## src/rtl/breakout_pkg.sv

```systemverilog
// Shared definitions for the breakout game blocks: FSM state encodings
// and the scoring constants used by the game sequencer.
package breakout_pkg;

   typedef enum logic [2:0] {
      ST_IDLE  = 3'd0,
      ST_SERVE = 3'd1,
      ST_PLAY  = 3'd2,
      ST_LOST  = 3'd3,
      ST_OVER  = 3'd4,
      ST_WIN   = 3'd5
   } state_t;

   localparam int         SCORE_PER_BLOCK = 5;
   localparam logic [8:0] SCORE_MAX       = 9'd511;

   // Add a raw increment to the score, clamping at SCORE_MAX.
   function automatic logic [8:0] scoreSatAdd(input logic [8:0] score,
                                              input logic [10:0] incr);
      logic [11:0] sum;
      sum = {3'b000, score} + {1'b0, incr};
      if (sum > {3'b000, SCORE_MAX}) begin
         return SCORE_MAX;
      end
      return sum[8:0];
   endfunction

endpackage

```

## src/rtl/popcount17.sv

```systemverilog
// Combinational population count of the per-block hit vector.
module popcount17 #(
   parameter int W = 17
) (
   input  logic [W-1:0] i_bits,
   output logic [4:0]   o_count
);

   // Sum the set bits of the input vector.
   always_comb begin
      o_count = 5'd0;
      for (int i = 0; i < W; i++) begin
         o_count = o_count + {4'b0000, i_bits[i]};
      end
   end

endmodule

```

## src/rtl/game_sequencer.sv

```systemverilog
// Breakout game flow controller: start, serve delay, play, life loss,
// game over and win, plus block-hit scoring with saturation.
module game_sequencer
   import breakout_pkg::*;
#(
   parameter int LIVES        = 3,
   parameter int SERVE_FRAMES = 60,
   parameter int NUM_BLOCKS   = 17
) (
   input  logic                  i_clk,
   input  logic                  i_rst_n,
   input  logic                  i_ani_stb,
   input  logic                  i_start,
   input  logic                  i_endgame,
   input  logic                  i_win,
   input  logic [NUM_BLOCKS-1:0] i_col_detected,
   output logic                  o_mode,
   output logic                  o_animate,
   output logic [2:0]            o_state,
   output logic [1:0]            o_lives,
   output logic [8:0]            o_score,
   output logic                  o_game_over,
   output logic                  o_win
);

   localparam logic [1:0] LIVES_INIT = 2'(LIVES);
   localparam logic [7:0] SERVE_LAST = 8'(SERVE_FRAMES - 1);

   state_t                state_q, state_d;
   logic [1:0]            lives_q, lives_d;
   logic [8:0]            score_q, score_d;
   logic [7:0]            serveCnt_q, serveCnt_d;
   logic                  endgamePrev_q;
   logic [NUM_BLOCKS-1:0] colPrev_q;
   logic                  mode_q, animate_q, gameOver_q, win_q;

   logic [NUM_BLOCKS-1:0] newHits;
   logic [4:0]            hitCount;
   logic                  ballLost;
   logic [10:0]           hitPoints;

   // Blocks that went from clear to hit this cycle; falling edges never score.
   assign newHits   = i_col_detected & ~colPrev_q;
   assign ballLost  = i_endgame & ~endgamePrev_q;
   assign hitPoints = 11'(hitCount) * 11'(SCORE_PER_BLOCK);

   popcount17 #(
      .W(NUM_BLOCKS)
   ) u_popcount (
      .i_bits (newHits),
      .o_count(hitCount)
   );

   // Next-state, lives, score and serve-counter logic.
   always_comb begin
      state_d    = state_q;
      lives_d    = lives_q;
      score_d    = score_q;
      serveCnt_d = serveCnt_q;
      case (state_q)
         ST_IDLE, ST_OVER, ST_WIN: begin
            if (i_start) begin
               state_d    = ST_SERVE;
               lives_d    = LIVES_INIT;
               score_d    = 9'd0;
               serveCnt_d = 8'd0;
            end
         end
         ST_SERVE: begin
            if (i_ani_stb) begin
               if (serveCnt_q == SERVE_LAST) begin
                  state_d    = ST_PLAY;
                  serveCnt_d = 8'd0;
               end else begin
                  serveCnt_d = serveCnt_q + 8'd1;
               end
            end
         end
         ST_PLAY: begin
            score_d = scoreSatAdd(score_q, hitPoints);
            if (i_win) begin
               state_d = ST_WIN;
            end else if (ballLost) begin
               state_d = ST_LOST;
            end
         end
         ST_LOST: begin
            serveCnt_d = 8'd0;
            if (lives_q <= 2'd1) begin
               lives_d = 2'd0;
               state_d = ST_OVER;
            end else begin
               lives_d = lives_q - 2'd1;
               state_d = ST_SERVE;
            end
         end
         default: begin
            state_d = ST_IDLE;
         end
      endcase
   end

   // State, counters, edge-detect history and decoded outputs, all registered.
   always_ff @(posedge i_clk or negedge i_rst_n) begin
      if (!i_rst_n) begin
         state_q       <= ST_IDLE;
         lives_q       <= 2'd0;
         score_q       <= 9'd0;
         serveCnt_q    <= 8'd0;
         endgamePrev_q <= 1'b0;
         colPrev_q     <= '0;
         mode_q        <= 1'b0;
         animate_q     <= 1'b0;
         gameOver_q    <= 1'b0;
         win_q         <= 1'b0;
      end else begin
         state_q       <= state_d;
         lives_q       <= lives_d;
         score_q       <= score_d;
         serveCnt_q    <= serveCnt_d;
         endgamePrev_q <= i_endgame;
         colPrev_q     <= i_col_detected;
         mode_q        <= (state_d == ST_SERVE) || (state_d == ST_PLAY) ||
                          (state_d == ST_LOST);
         animate_q     <= (state_d == ST_PLAY);
         gameOver_q    <= (state_d == ST_OVER);
         win_q         <= (state_d == ST_WIN);
      end
   end

   assign o_state     = state_q;
   assign o_lives     = lives_q;
   assign o_score     = score_q;
   assign o_mode      = mode_q;
   assign o_animate   = animate_q;
   assign o_game_over = gameOver_q;
   assign o_win       = win_q;

endmodule

```

## config.mk

```make
export PLATFORM = sky130hd
export DESIGN_NAME = game_sequencer
export DESIGN_NICKNAME = d
export VERILOG_FILES = /design/src/rtl/breakout_pkg.sv /design/src/rtl/popcount17.sv /design/src/rtl/game_sequencer.sv
export SDC_FILE = /design/constraint.sdc
export NUM_CORES = 1
export LEC_CHECK = 0
export CELL_PAD_IN_SITES_DETAIL_PLACEMENT = 0
export CELL_PAD_IN_SITES_GLOBAL_PLACEMENT = 1
export CORE_ASPECT_RATIO = 0.9
export CORE_MARGIN = 3
export CORE_UTILIZATION = 30
export CTS_BUF_LIST = sky130_fd_sc_hd__clkbuf_4
export DETAILED_ROUTE_END_ITERATION = 12
export DONT_BUFFER_PORTS = 1
export GPL_TIMING_DRIVEN = 0
export MAX_ROUTING_LAYER = met4
export PLACE_DENSITY_LB_ADDON = 0.1
export SLEW_MARGIN = 20
export SYNTH_ARGS = -nofsm -noshare
export SYNTH_HDL_FRONTEND = slang
export SYNTH_SLANG_ARGS = --single-unit
```

## constraint.sdc

```tcl
create_clock -name i_clk -period 9.3 [get_ports i_clk]
set_clock_uncertainty 0.2 [all_clocks]
set_input_delay 0.465 -clock i_clk [delete_from_list [all_inputs] [get_ports i_clk]]
set_output_delay 0.465 -clock i_clk [all_outputs]
set_load 0.01 [all_outputs]
```

# Word level (Yosys, flattened, before mapping)
# Cells that the tools add are included.
# classes
addsub,19
n_mul,1
n_div,0
magnitude_cmp,2
n_eq_ne,13
shifts,0
muxes,20
bitwise,4
reduce_logical,10
# op_table
operator,n
$add A5 B1 Y5,15
$mux W9,3
$mux W8,3
$pmux W8 S3,1
$mux W3,6
$pmux W9 S2,1
$and A17 B17 Y17,1
$not A17 Y17,1
$eq A3 B2 Y1 const B,4
$eq A3 B3 Y1 const B,4
$pmux W3 S4,1
$add A9 B8 Y10,1
$gt A10 B9 Y1 const B,1
$add A8 B1 Y8 const B,1
$eq A8 B6 Y1 const B,1
$mul A5 B3 Y8 const B,1
$eq A3 B1 Y1 const B,2
$mux W2,2
$ne A2 B2 Y1 const B,2
$pmux W2 S2,1
$reduce_and A2 Y1,2
$reduce_bool A2 Y1,2
$logic_not A3 Y1,1
$reduce_and A3 Y1,1
other kinds (9),11
# word_totals
register_bits,44
latchBits,0
ramBits,0
mem_bits_ro,0
inputBits,23
output_inout_bits,18
wordCells,79
n_memories,0

# Logic depth before layout (Yosys ltp)
# logic_depth
word_depth,25
ltp_mapped,23
depth_no_buf,23

# Modules after synthesis
# A second synthesis with hierarchy kept.
# hier_totals
cells_unflattened,258
hier_area_um2,2761.4
# by_module_without_submodules
mod,n_inst,cells_each,area_per_inst_um2,seq_area_each_um2
game_sequencer,1,219,2371.0,1101.1
popcount17,1,39,390.4,0.0

# Worst setup path before layout
# No wires, ideal clock.
# synth_path
path_type,input port to flip-flop
startpoint,in i_col_detected[0]
endpoint,"reg score_q[8], in the netlist o_score[8]"
setup_ns,0.139
arrival_ns,5.798
required_ns,8.961
path_slack_ns,3.163
cell_stages,21
path_buffers,0
cell_sequence,nor2b_1 -> ha_1 -> inv_1 -> fa_1 -> fa_1 -> fa_1 -> fa_1 -> inv_1 -> ha_1 -> fa_1 -> a21oi_1 -> nor2b_1 -> ha_1 -> inv_1 -> fa_1 -> inv_1 -> ha_1 -> a21o_1 -> a221o_1 -> a311oi_1 -> o211ai_1
# synth_between
elab_chain_len,24
# synth_rtl
item,line_no,rtl
"start, declared",game_sequencer.sv:16,"input logic [NUM_BLOCKS-1:0] i_col_detected,"
$and A17 B17 Y17 *,game_sequencer.sv:43,assign newHits = i_col_detected & ~colPrev_q;
$add A1 B1 Y2 *,popcount17.sv:13,"o_count = o_count + {4'b0000, i_bits[i]};"
$add A5 B1 Y5 * (15 in a row),popcount17.sv:13,
$mul A5 B3 Y8 *,game_sequencer.sv:45,assign hitPoints = 11'(hitCount) * 11'(SCORE_PER_BLOCK);
$add A9 B8 Y10 *,breakout_pkg.sv:21,"sum = {3'b000, score} + {1'b0, incr};"
$gt A10 B9 Y1,breakout_pkg.sv:22,"if (sum > {3'b000, SCORE_MAX}) begin"
$mux W1,breakout_pkg.sv:22,
$mux W1,game_sequencer.sv:60,case (state_q)
$mux W9 *,breakout_pkg.sv:25,return sum[8:0];
$pmux W9 S2 *,game_sequencer.sv:60,
"end signal, assigned",game_sequencer.sv:119,score_q <= score_d;
"end, declared",game_sequencer.sv:31,"logic [8:0] score_q, score_d;"
# Mark *: on every way between the ends. The rest lies on a longest branch, timed or not. The select of a mux whose other input is x is not followed.
# A chain may end at the register's enable or synchronous reset.

# Worst setup path after layout
# layout_path
startpoint,reg colPrev_q[0]
endpoint,"reg score_q[1], in the netlist o_score[1]"
# layout_between
elab_chain_len,25
# layout_rtl
item,line_no,rtl
"start, declared",game_sequencer.sv:34,logic [NUM_BLOCKS-1:0] colPrev_q;
"start signal, assigned",game_sequencer.sv:122,colPrev_q <= i_col_detected;
$not A17 Y17 *,game_sequencer.sv:43,
$and A17 B17 Y17 *,game_sequencer.sv:43,
$add A1 B1 Y2 *,popcount17.sv:13,
$add A5 B1 Y5 * (15 in a row),popcount17.sv:13,
$mul A5 B3 Y8 *,game_sequencer.sv:45,
$add A9 B8 Y10 *,breakout_pkg.sv:21,
$gt A10 B9 Y1,breakout_pkg.sv:22,
$mux W1,breakout_pkg.sv:22,
$mux W1,game_sequencer.sv:60,
$mux W9 *,breakout_pkg.sv:25,
$pmux W9 S2 *,game_sequencer.sv:60,
# Marks and branches as above.

==> qor_table.md <==
| Quantity | Reported | Unit |
|---|---|---|
| Result of the run | completed | - |
| # placed instances | 375 | - |
| Post-Route WL | 5740 | um |
| Die area | 0.0103 | mm^2 |
| Min setup slack post-route | 3.00 | ns |
| Share of synthesized area occupied by flip-flops and latches | 0.404 | - |
| Root buf cell | sky130_fd_sc_hd__clkbuf_4 | - |
| Total count of hold-check failures in the final report | 0 | - |
| Remaining global-route overflow | 0 | - |
| Highest achievable clock rate | 159 | MHz |
| Post-synth ARST share | 1.00 | - |
| Antenna fix cells | 0 | - |
| Number of buffers added on ports | 0 | - |
| Number of stages on the worst hold path | 2 | - |
| Final net count | 342 | - |
| CP dominant cell by count | sky130_fd_sc_hd__fa_1 | - |
| Areal power density over the cells | 208 | mW/mm^2 |
| 1st-pass router iterations | 4 | - |
| CORE AREA | 0.00869 | mm^2 |
| Count of final setup violators | 0 | - |
| Worst EP required | 9.34 | ns |
| Number of distinct library cells after synthesis | 49 | - |
| Initial Utilization | 0.314 | - |
| Drt initial violations | 75 | - |
| Die H | 96.4 | um |
| Cell Rows | 32 | - |
| Maximum number of pins on one net before global-route repair | 45 | - |
| Residual antenna-violating net count after detailed routing | 0 | - |
| Synth warn | 0 | - |
| Post-layout min period | 6.30 | ns |
| Number of cells traversed by the worst register-to-register path | 21 | - |
| Start-to-end type of the worst setup path | flop to flop | - |
| Sort of element at the end of the critical path | flop | - |
| CTS tree | done | - |
| Mapped Area | 0.00273 | mm^2 |
| First-pass GRT wire length | 10100 | um |
| Number of global-route vias before repair | 1994 | - |
| Area of all sequential standard cells | 0.00110 | mm^2 |
| Number of clock sinks | 44 | - |
| Worst slew slack as a fraction of its limit | 0.623 | - |
| Worst slack at placement | 2.80 | ns |
| Synthesized instance count | 256 | - |
| Non-filler instance count after layout | 403 | - |
| Largest stage delay on the critical path | 0.54 | ns |
| Final estimated routing congestion in global placement | 0.752 | - |
| RSZ-0062 raised after global routing | no | - |
| Net Count, Synth | 315 | - |
| Crit-path max FO | 7 | - |
| Total routing resource utilization after global routing | 0.128 | - |
| Clk slew on worst S/H paths | 0.16 | ns |
| Max-slew violation count | 0 | - |
| Accumulated negative setup slack | 0 | ns |
| Layout cell share with drive strength beyond 1 | 0.0775 | - |
| Worst skew pair latency | 0.37 | ns |
| Share of the clock period used by the worst path | 0.677 | - |
| Via total after detailed routing | 1914 | - |
| Filler cell count in the final layout | 865 | - |
| Slew at the pin closest to its max-slew limit | 0.558 | ns |
| TritonCTS Buffers | 5 | - |
| CTS HTree Levels | 2 | - |
| Path type of the worst min-delay path | primary input to flop | - |
| Max-capacitance violation count | 0 | - |
| Number of I/O pins | 41 | - |
| Final routed DRC violation total | 0 | - |
| Initial antenna violation count | 0 | - |
| Flops & latches, synth | 44 | - |
| Cell-by-cell listing of the critical path | nor2b_1 -> ha_1 -> inv_1 -> fa_1 -> fa_1 -> fa_1 -> fa_1 -> inv_1 -> ha_1 -> fa_1 -> a21oi_1 -> nor2b_1 -> ha_1 -> inv_1 -> fa_1 -> inv_1 -> ha_1 -> a21o_1 -> a221o_1 -> a21oi_2 -> o21ai_0 | - |
| Routed wire per std cell | 14.2 | um |
| Most frequently used flop master after synthesis | sky130_fd_sc_hd__dfrtp_1 | - |
| Worst Setup Start Kind | flop | - |
| Via density | 4.75 | - |
| Mean area per synthesized cell | 10.6 | um^2 |
| Leakage power | 1.49 | nW |
| Area used by multi-input combinational logic | 0.00150 | mm^2 |
| Cell with the biggest individual delay on the critical path | sky130_fd_sc_hd__fa_1 | - |
| Die W | 106 | um |
| Crit path arrival time | 6.34 | ns |
| Number of synthesized flops with an enable pin | 0 | - |
| Area growth from synthesis to final layout | 16.6 | % |
| Bufs on Longest Clock Path | 2 | - |
| IR drop worst, VDD | 0.0676 | mV |
| Post-detailed-placement half-perimeter wirelength | 4180 | um |
==> power breakdown <==
part           switching, mW  total [mW]  internal (mW)
Clock                 0.0737       0.131         0.0577
Combinational          0.155       0.286          0.132
Sequential            0.0297       0.244          0.214
Total                  0.258       0.662          0.404
==> synthesized netlist by cell type, types with 3 or more instances <==
library cell               count  share of area
sky130_fd_sc_hd__nor2b_1      11          0.025
sky130_fd_sc_hd__a21o_1        5          0.014
sky130_fd_sc_hd__dfrtp_1      44           0.40
sky130_fd_sc_hd__nor2_1       11          0.015
sky130_fd_sc_hd__ha_1         21          0.096
sky130_fd_sc_hd__nand3_1       5         0.0092
sky130_fd_sc_hd__o21ai_0      14          0.026
sky130_fd_sc_hd__and3_1        4         0.0092
sky130_fd_sc_hd__nand2b_1     13          0.030
sky130_fd_sc_hd__inv_1        24          0.033
sky130_fd_sc_hd__fa_1         15           0.11
sky130_fd_sc_hd__nand3b_1      3         0.0083
sky130_fd_sc_hd__nand2_1      15          0.021
sky130_fd_sc_hd__o211ai_1      5          0.014
sky130_fd_sc_hd__and2_1        4         0.0092
sky130_fd_sc_hd__a21oi_1      12          0.022
sky130_fd_sc_hd__a22oi_1       6          0.017
==> what timing repair did <==
item,in CTS,in global routing
buffers inserted,0,0
endpoints found under the hold margin,62,0
gates resized for setup,0,0
hold buffers,20,0
==> logic make-up after synthesis <==
| group | Yosys count | synth area share |
|---|---|---|
| AND/OR/NAND/NOR | 79 | 0.166 |
| buffers and inverters | 29 | 0.0464 |
| AO/OA/AOI/OAI | 63 | 0.160 |
| flip-flops | 44 | 0.404 |
| XOR/XNOR | 3 | 0.00964 |
| adder cells (fa/ha/maj) | 36 | 0.207 |
| multiplexers | 2 | 0.00735 |
==> state kept, by name, indices dropped and copies added (netlist names) <==
register and flops:
serveCnt_q 8, o_score 9, colPrev_q 17, endgamePrev_q 1, o_animate 1, o_state 3
o_win 1, o_mode 1, o_lives 2, o_game_over 1
==> metrics by stage <==
| step | hold WS (ns) | area (um^2) | total power [mW] | util |
|---|---|---|---|---|
| 6_report | 0.0909 | 3180 | 0.662 | 0.366 |
| 5_1_grt | 0.125 | 3180 | 0.743 | 0.366 |
| 4_1_cts | 0.0830 | 3180 | 0.674 | 0.366 |
| 3_5_place_dp | -0.0294 | 2870 | 0.525 | 0.331 |
| 3_3_place_gp | -0.0293 | 2870 | 0.531 | 0.331 |
| 2_1_floorplan | -0.0306 | 2730 | 0.468 | - |
==> cell usage in the layout (no fill, tap or decap), types with 2 or more instances in the layout <==
master                          Yosys  layout
sky130_fd_sc_hd__dlygate4sd3_1      0      19
sky130_fd_sc_hd__nand3_1            5       5
sky130_fd_sc_hd__or3b_2             2       2
sky130_fd_sc_hd__a31oi_1            2       2
sky130_fd_sc_hd__clkinv_4           0       2
sky130_fd_sc_hd__a32oi_1            2       2
sky130_fd_sc_hd__o21ai_0           14      14
sky130_fd_sc_hd__inv_1             24      24
sky130_fd_sc_hd__nor2_1            11      11
sky130_fd_sc_hd__xor2_1             2       2
sky130_fd_sc_hd__dfrtp_1           44      44
sky130_fd_sc_hd__nor2b_1           11      11
sky130_fd_sc_hd__nand2_1           15      15
sky130_fd_sc_hd__and3_1             4       4
sky130_fd_sc_hd__a221o_1            2       2
sky130_fd_sc_hd__and2_1             4       4
sky130_fd_sc_hd__a21o_1             5       5
sky130_fd_sc_hd__buf_4              2       2
sky130_fd_sc_hd__a22oi_1            6       6
sky130_fd_sc_hd__o211ai_1           5       5
sky130_fd_sc_hd__nand2b_1          13      13
sky130_fd_sc_hd__nor3_1             2       2
sky130_fd_sc_hd__fa_1              15      15
sky130_fd_sc_hd__a21oi_1           12      12
sky130_fd_sc_hd__nand3b_1           3       3
sky130_fd_sc_hd__clkbuf_4           0       5
sky130_fd_sc_hd__o22ai_1            2       2
sky130_fd_sc_hd__mux2i_1            2       2
sky130_fd_sc_hd__ha_1              21      21
sky130_fd_sc_hd__o21a_1             2       2
sky130_fd_sc_hd__buf_2              2       2
sky130_fd_sc_hd__nor3b_1            2       2
==> worst max-delay path, delay by kind of cell, from the launching register on <==
| family | cells | cell delay (ns) |
|---|---|---|
| adders and majority gates | 10 | 3.85 |
| DFF | 1 | 0.39 |
| buffers and inverters | 4 | 0.21 |
| and+or+nand+nor | 2 | 0.21 |
| AOI/OAI and AO/OA | 5 | 1.30 |
==> per-layer routing <==
metal	part of all wire	up-vias	global-route usage
li1	-	950	-
met1	0.53	928	0.184
met2	0.44	34	0.188
met3	0.033	2	0.0259
met4	0.0061	0	0.0288
met5	0	-	-
==> layout make-up <==
type | instances | share of cell area
Buffer | 5 | 0.0114
Clock buffer | 5 | 0.0118
Timing Repair Buffer | 20 | 0.0685
Multi-Input combinational cell | 183 | 0.471
Sequential cell | 44 | 0.347
Inverter | 24 | 0.0284
Tap cell | 119 | 0.0469
Clock inverter | 3 | 0.0150
==> final timing paths <==
check	startpoint	slack, ns	endpoint
worst max-delay path	colPrev_q[0]	3.00	o_score[1]
worst min-delay path	i_ani_stb	0.09	o_state[1]
worst max register to register	colPrev_q[0]	3.00	o_score[1]
worst min register to register	serveCnt_q[6]	0.31	serveCnt_q[6]
max in group asynchronous	i_rst_n	8.29	o_score[5]
min in group asynchronous	i_rst_n	0.38	o_score[8]
Note: power is estimated with default switching activity, not from simulation.
